[src/rtl/bypass_responder.sv]
// bypass_responder: uncached bypass responder with an in-order tracking FIFO and misalignment error responses
module bypass_responder #(
   parameter int MAX_OUTSTANDING = 2,
   parameter int ID_WIDTH = 4
) (
   input  logic                clk_i,
   input  logic                rst_i,
   input  logic                req_i,
   input  logic                we_i,
   input  logic [63:0]         addr_i,
   input  logic [63:0]         wdata_i,
   input  logic [7:0]          be_i,
   input  logic [1:0]          size_i,
   input  logic [ID_WIDTH-1:0] id_i,
   output logic                gnt_o,
   output logic                valid_o,
   output logic [63:0]         rdata_o,
   output logic [ID_WIDTH-1:0] id_o,
   output logic                err_o,
   output logic                mem_req_o,
   input  logic                mem_gnt_i,
   output logic                mem_we_o,
   output logic [63:0]         mem_wdata_o,
   output logic [7:0]          mem_be_o,
   output logic [63:0]         mem_addr_o,
   input  logic                mem_rvalid_i,
   input  logic [63:0]         mem_rdata_i,
   input  logic                mem_err_i
);
   localparam int CW = $clog2(MAX_OUTSTANDING + 1);
   localparam int PW = MAX_OUTSTANDING > 1 ? $clog2(MAX_OUTSTANDING) : 1;
   localparam logic [CW-1:0] MAX_CNT = CW'(MAX_OUTSTANDING);
   localparam logic [PW-1:0] LAST = PW'(MAX_OUTSTANDING - 1);
   logic [CW-1:0]       r_cnt;
   logic [PW-1:0]       r_wptr, r_rptr;
   logic [ID_WIDTH-1:0] r_id_q [MAX_OUTSTANDING];
   logic [7:0]          r_be_q [MAX_OUTSTANDING];
   logic                r_we_q [MAX_OUTSTANDING];
   logic                r_err_pend;
   logic [ID_WIDTH-1:0] r_err_id;
   logic                r_valid, r_err;
   logic [63:0]         r_rdata;
   logic [ID_WIDTH-1:0] r_id;
   logic                w_aligned, w_full, w_empty, w_push, w_pop, w_mis_gnt;
   logic [63:0]         w_mask;
   assign w_aligned = size_i == 2'd0 ? 1'b1 :
                      size_i == 2'd1 ? ~addr_i[0] :
                      size_i == 2'd2 ? addr_i[1:0] == 2'b00 : addr_i[2:0] == 3'b000;
   assign w_full    = r_cnt == MAX_CNT;
   assign w_empty   = r_cnt == '0;
   assign mem_req_o = req_i & w_aligned & ~w_full;
   assign w_push    = mem_req_o & mem_gnt_i;
   assign w_pop     = mem_rvalid_i & ~w_empty;
   // misaligned requests wait for an empty FIFO so their error stays in grant order
   assign w_mis_gnt = req_i & ~w_aligned & w_empty & ~r_err_pend;
   assign gnt_o     = w_push | w_mis_gnt;
   assign mem_we_o    = we_i;
   assign mem_wdata_o = wdata_i;
   assign mem_be_o    = be_i;
   assign mem_addr_o  = {addr_i[63:3], 3'b000};
   for (genvar i = 0; i < 8; i++) begin : g_mask
      assign w_mask[8*i +: 8] = {8{r_be_q[r_rptr][i]}};
   end
   always_ff @(posedge clk_i) begin
      if (rst_i) begin
         r_cnt      <= '0;
         r_wptr     <= '0;
         r_rptr     <= '0;
         r_err_pend <= 1'b0;
         r_err_id   <= '0;
         r_valid    <= 1'b0;
         r_err      <= 1'b0;
         r_rdata    <= '0;
         r_id       <= '0;
      end else begin
         r_cnt      <= r_cnt + CW'(w_push) - CW'(w_pop);
         if (w_push) r_wptr <= r_wptr == LAST ? '0 : r_wptr + 1'b1;
         if (w_pop) r_rptr <= r_rptr == LAST ? '0 : r_rptr + 1'b1;
         r_err_pend <= w_mis_gnt;
         if (w_mis_gnt) r_err_id <= id_i;
         r_valid    <= w_pop | r_err_pend;
         r_err      <= w_pop ? mem_err_i : r_err_pend;
         r_id       <= w_pop ? r_id_q[r_rptr] : r_err_pend ? r_err_id : '0;
         r_rdata    <= w_pop && !r_we_q[r_rptr] ? mem_rdata_i & w_mask : '0;
      end
   end
   always_ff @(posedge clk_i) begin
      if (w_push) begin
         r_id_q[r_wptr] <= id_i;
         r_be_q[r_wptr] <= be_i;
         r_we_q[r_wptr] <= we_i;
      end
   end
   assign valid_o = r_valid;
   assign err_o   = r_err;
   assign rdata_o = r_rdata;
   assign id_o    = r_id;
   a_no_orphan_rvalid: assert property (@(posedge clk_i) disable iff (rst_i) !(mem_rvalid_i && w_empty));
endmodule
[config.mk]
export PLATFORM = sky130hd
export DESIGN_NAME = bypass_responder
export DESIGN_NICKNAME = d
export VERILOG_FILES = /design/src/rtl/bypass_responder.sv
export SDC_FILE = /design/constraint.sdc
export NUM_CORES = 1
export LEC_CHECK = 0
export CAP_MARGIN = 25
export CORE_AREA = 2 2 165 167
export CTS_CLUSTER_DIAMETER = 50
export DETAILED_ROUTE_END_ITERATION = 8
export DIE_AREA = 0 0 167 169
export PLACE_DENSITY = 0.59
export SETUP_SLACK_MARGIN = 0.5
export SLEW_MARGIN = 0
export SYNTH_ARGS = -nofsm -noshare
export SYNTH_HDL_FRONTEND = slang
export SYNTH_SLANG_ARGS = --single-unit
[constraint.sdc]
create_clock -name clk_i -period 4.3 [get_ports clk_i]
set_input_delay 0.86 -clock clk_i [delete_from_list [all_inputs] [get_ports clk_i]]
set_output_delay 0.86 -clock clk_i [all_outputs]
set_load 0.05 [all_outputs]
==> results.json <==
{
  "ys_ff_latch": 106,
  "min_delay_worst_endpoint": "r_err_id[1]",
  "synthToLayoutAreaGrowth_pct": 30.42,
  "leakagePower_nw": 2.216,
  "tritoncts": "built",
  "clk-insertion-delay-late_ns": 0.35,
  "timing.slew.headroom": 0.3391,
  "power_per_cell_area_nw_per_um2": 401.5,
  "finalNetCount": 651,
  "netlist-cell-type-count": 31,
  "most_frequent_standard_cell_in_the_layout_excluding_fill_and_tap_cells": "clkdlybuf4s50_1",
  "synth-async-reset-ratio": 0,
  "synth_edf_count": 26,
  "floorplan.initialDensity": 0.1703,
  "cts_max_path_buffers": 2,
  "worst-r2r-cell-count": 8,
  "finalWorstPathRequiredPeriod_ns": 3.515,
  "global_route_wire_length_before_repair_um": 17040,
  "die_wd_um": 167,
  "worst-slew-pin-transition_ns": 0.9848,
  "worstReg2RegStart": "r_cnt[1]",
  "cts_hold_buffers": 0,
  "fin_worst_skew_ns": 0.01162,
  "dr_total_vias": 2631,
  "critical_path_peak_fanout": 6,
  "gpl.final_weighted_congestion": 0.7368,
  "outcome": "finished, final reports clean",
  "totalNegativeSetupSlack_ns": 0,
  "setup_violations": 0,
  "total_routing_resource_utilization_after_global_routing": 0.08341,
  "post_route_cells_drive_above_1_share": 0.07937,
  "syn_area_per_cell_um2": 11.39,
  "hold_path_depth": 2,
  "crit_arrival_ns": 2.65,
  "drt_drc_violations_left": 0,
  "cts-buffers-inserted": 9,
  "drv.max_cap_violation_count": 0,
  "fin_total_pwr_w": 0.002363,
  "syn-instance-count": 396,
  "htree_num_levels": 3,
  "count_of_warnings_emitted_by_yosys": 0,
  "detail_route.first_pass.iterations": 4,
  "drt-initial-drc-count": 125,
  "hold_path.class": "reg2reg",
  "clk_transition_reported_paths_ns": 0.07,
  "post-route-period-util": 0.8173,
  "place.detailed.hpwl_um": 9493,
  "worstSetupEndpointType": "output port",
  "antenna_found_initial": 0,
  "vias_in_the_first_global_route": 2622,
  "grt_start_max_net_pins": 19,
  "timing.final.max_slew_violations": 0,
  "regArea_um2": 2382,
  "worst-endpoint-required_ns": 3.44,
  "n_antenna_cell": 0,
  "category_of_the_critical_setup_timing_path": "in2out",
  "finalWirelength_um": 12100,
  "post_synth_instance_area_um2": 4512,
  "io_pins": 422,
  "multi_input_area_um2": 1047,
  "io_buffer_count": 168,
  "layout.cells.most_common_list": "167 x clkdlybuf4s50_1, 80 x dfxtp_1, 64 x and2_1",
  "hold_path_startpoint": "r_err_id[1]",
  "cts_root_buf": "clkbuf_16",
  "routedWlPerCell_um": 15.47,
  "die_area_um2": 28220,
  "timing.rr.end": "r_cnt[1]",
  "rsz0062_at_grt": "false",
  "vdd.ir_drop.worst_uv": 216.3,
  "critical_path.startpoint_type": "primary input",
  "reg2reg_slack_ns": 2.09,
  "synth_seq_area_share": 0.5280,
  "die-height_um": 169,
  "tritoncts_num_sinks": 106,
  "final_hold_viol_count": 0,
  "max_freq_ghz": 0.2845,
  "placementRows": 60,
  "post_drt_via_cell_ratio": 3.364,
  "antenna_violating_nets_post_route": 0,
  "nFillCells": 2796,
  "grt-ovfl-total": 0,
  "yosys_most_used_dff": "dfxtp_1",
  "placeableCoreArea_um2": 26500
}
## report_power, final
part	total [W]	internal, W	switching [W]	leakage (nW)
logic	0.000430	0.000190	0.000240	1.18
clock network	0.000848	0.000478	0.000370	0.155
registers	0.00108	0.00106	0.0000214	0.882
total	0.00236	0.00173	0.000632	2.22
## what timing repair did
| action | 4_1_cts | 5_1_grt |
|---|---|---|
| setup buffers | 0 | 0 |
| endpoints found under the setup margin | 0 | 1 |
| resized for setup | 0 | 1 |
## cells by family after synthesis
group / Yosys count / synth area share
flops: 106 / 0.5280
xor+xnor: 3 / 0.005825
fa+ha+maj: 2 / 0.005545
mux: 15 / 0.03966
other cells: 1 / 0.0008311
buf+inv: 148 / 0.2427
simple gates: 103 / 0.1559
compound gates: 18 / 0.02163
## area by class of cell
class,count,area share
Sequential cell,106,0.4048
Timing Repair Buffer,170,0.2888
Multi-Input combinational cell,144,0.1780
Tap cell,341,0.07251
Clock buffer,14,0.05018
Inverter,5,0.003189
Clock inverter,2,0.002552
## routing by layer
layer  vias up  share of wire  GRT usage
li1       1204              -          -
met1      1144           0.31    0.07281
met2       209           0.50     0.1405
met3        74           0.14    0.05448
met4         0          0.051    0.05585
met5         -              0          0
## registers in the layout, indices dropped and copies added, names as in the netlist, named ones only
register    count
r_we_q          2
err_o           1
r_be_q         16
r_err_pend      1
id_o            4
rdata_o        64
r_err_id        4
r_cnt           2
r_wptr          1
r_rptr          1
valid_o         1
r_id_q          8
## cells in the mapped netlist (all sizes together), types with 3 or more instances
cell type  instances  area (um2)
buf              140        1065
dfxtp             80        1602
and2              64       400.4
edfxtp            26       780.8
nor2              26       227.7
mux2i             13       152.6
o21ai              7       35.03
a21oi              6       30.03
inv                5       18.77
nand3              5       25.02
a31oi              4       25.02
clkbuf             3       11.26
## metrics by stage
| step | cells | cell area (um2) | util | hold slack (ns) | setup WS (ns) |
|---|---|---|---|---|---|
| after floorplan | 398 | 4519 | - | 0.4540 | 1.666 |
| after global placement | 766 | 5572 | 0.2102 | 0.4763 | 0.5773 |
| after detailed placement | 766 | 5572 | 0.2102 | 0.4780 | 0.5355 |
| after CTS | 782 | 5882 | 0.2220 | 0.4905 | 0.5199 |
| after global routing | 782 | 5884 | 0.2220 | 0.5242 | 0.6717 |
| final | 782 | 5884 | 0.2220 | 0.4965 | 0.7855 |
## critical path: stages
cell and delay, ns:
clkdlybuf4s50_1 0.43, o21ai_1 0.16, o21a_1 0.23, and3_1 0.18
clkdlybuf4s50_1 0.79
## how the worst max path moves through the flow
stage                   start        end  slack, ns  cells after the start
global placement    size_i[1]      gnt_o       0.58                      6
global route        size_i[1]  mem_req_o       0.67                      5
CTS                 addr_i[0]      gnt_o       0.52                      6
detailed placement  size_i[1]      gnt_o       0.54                      6
floorplan           addr_i[2]      gnt_o       1.67                      4
finish              addr_i[0]  mem_req_o       0.79                      5
(Power assumes the default switching activity.)
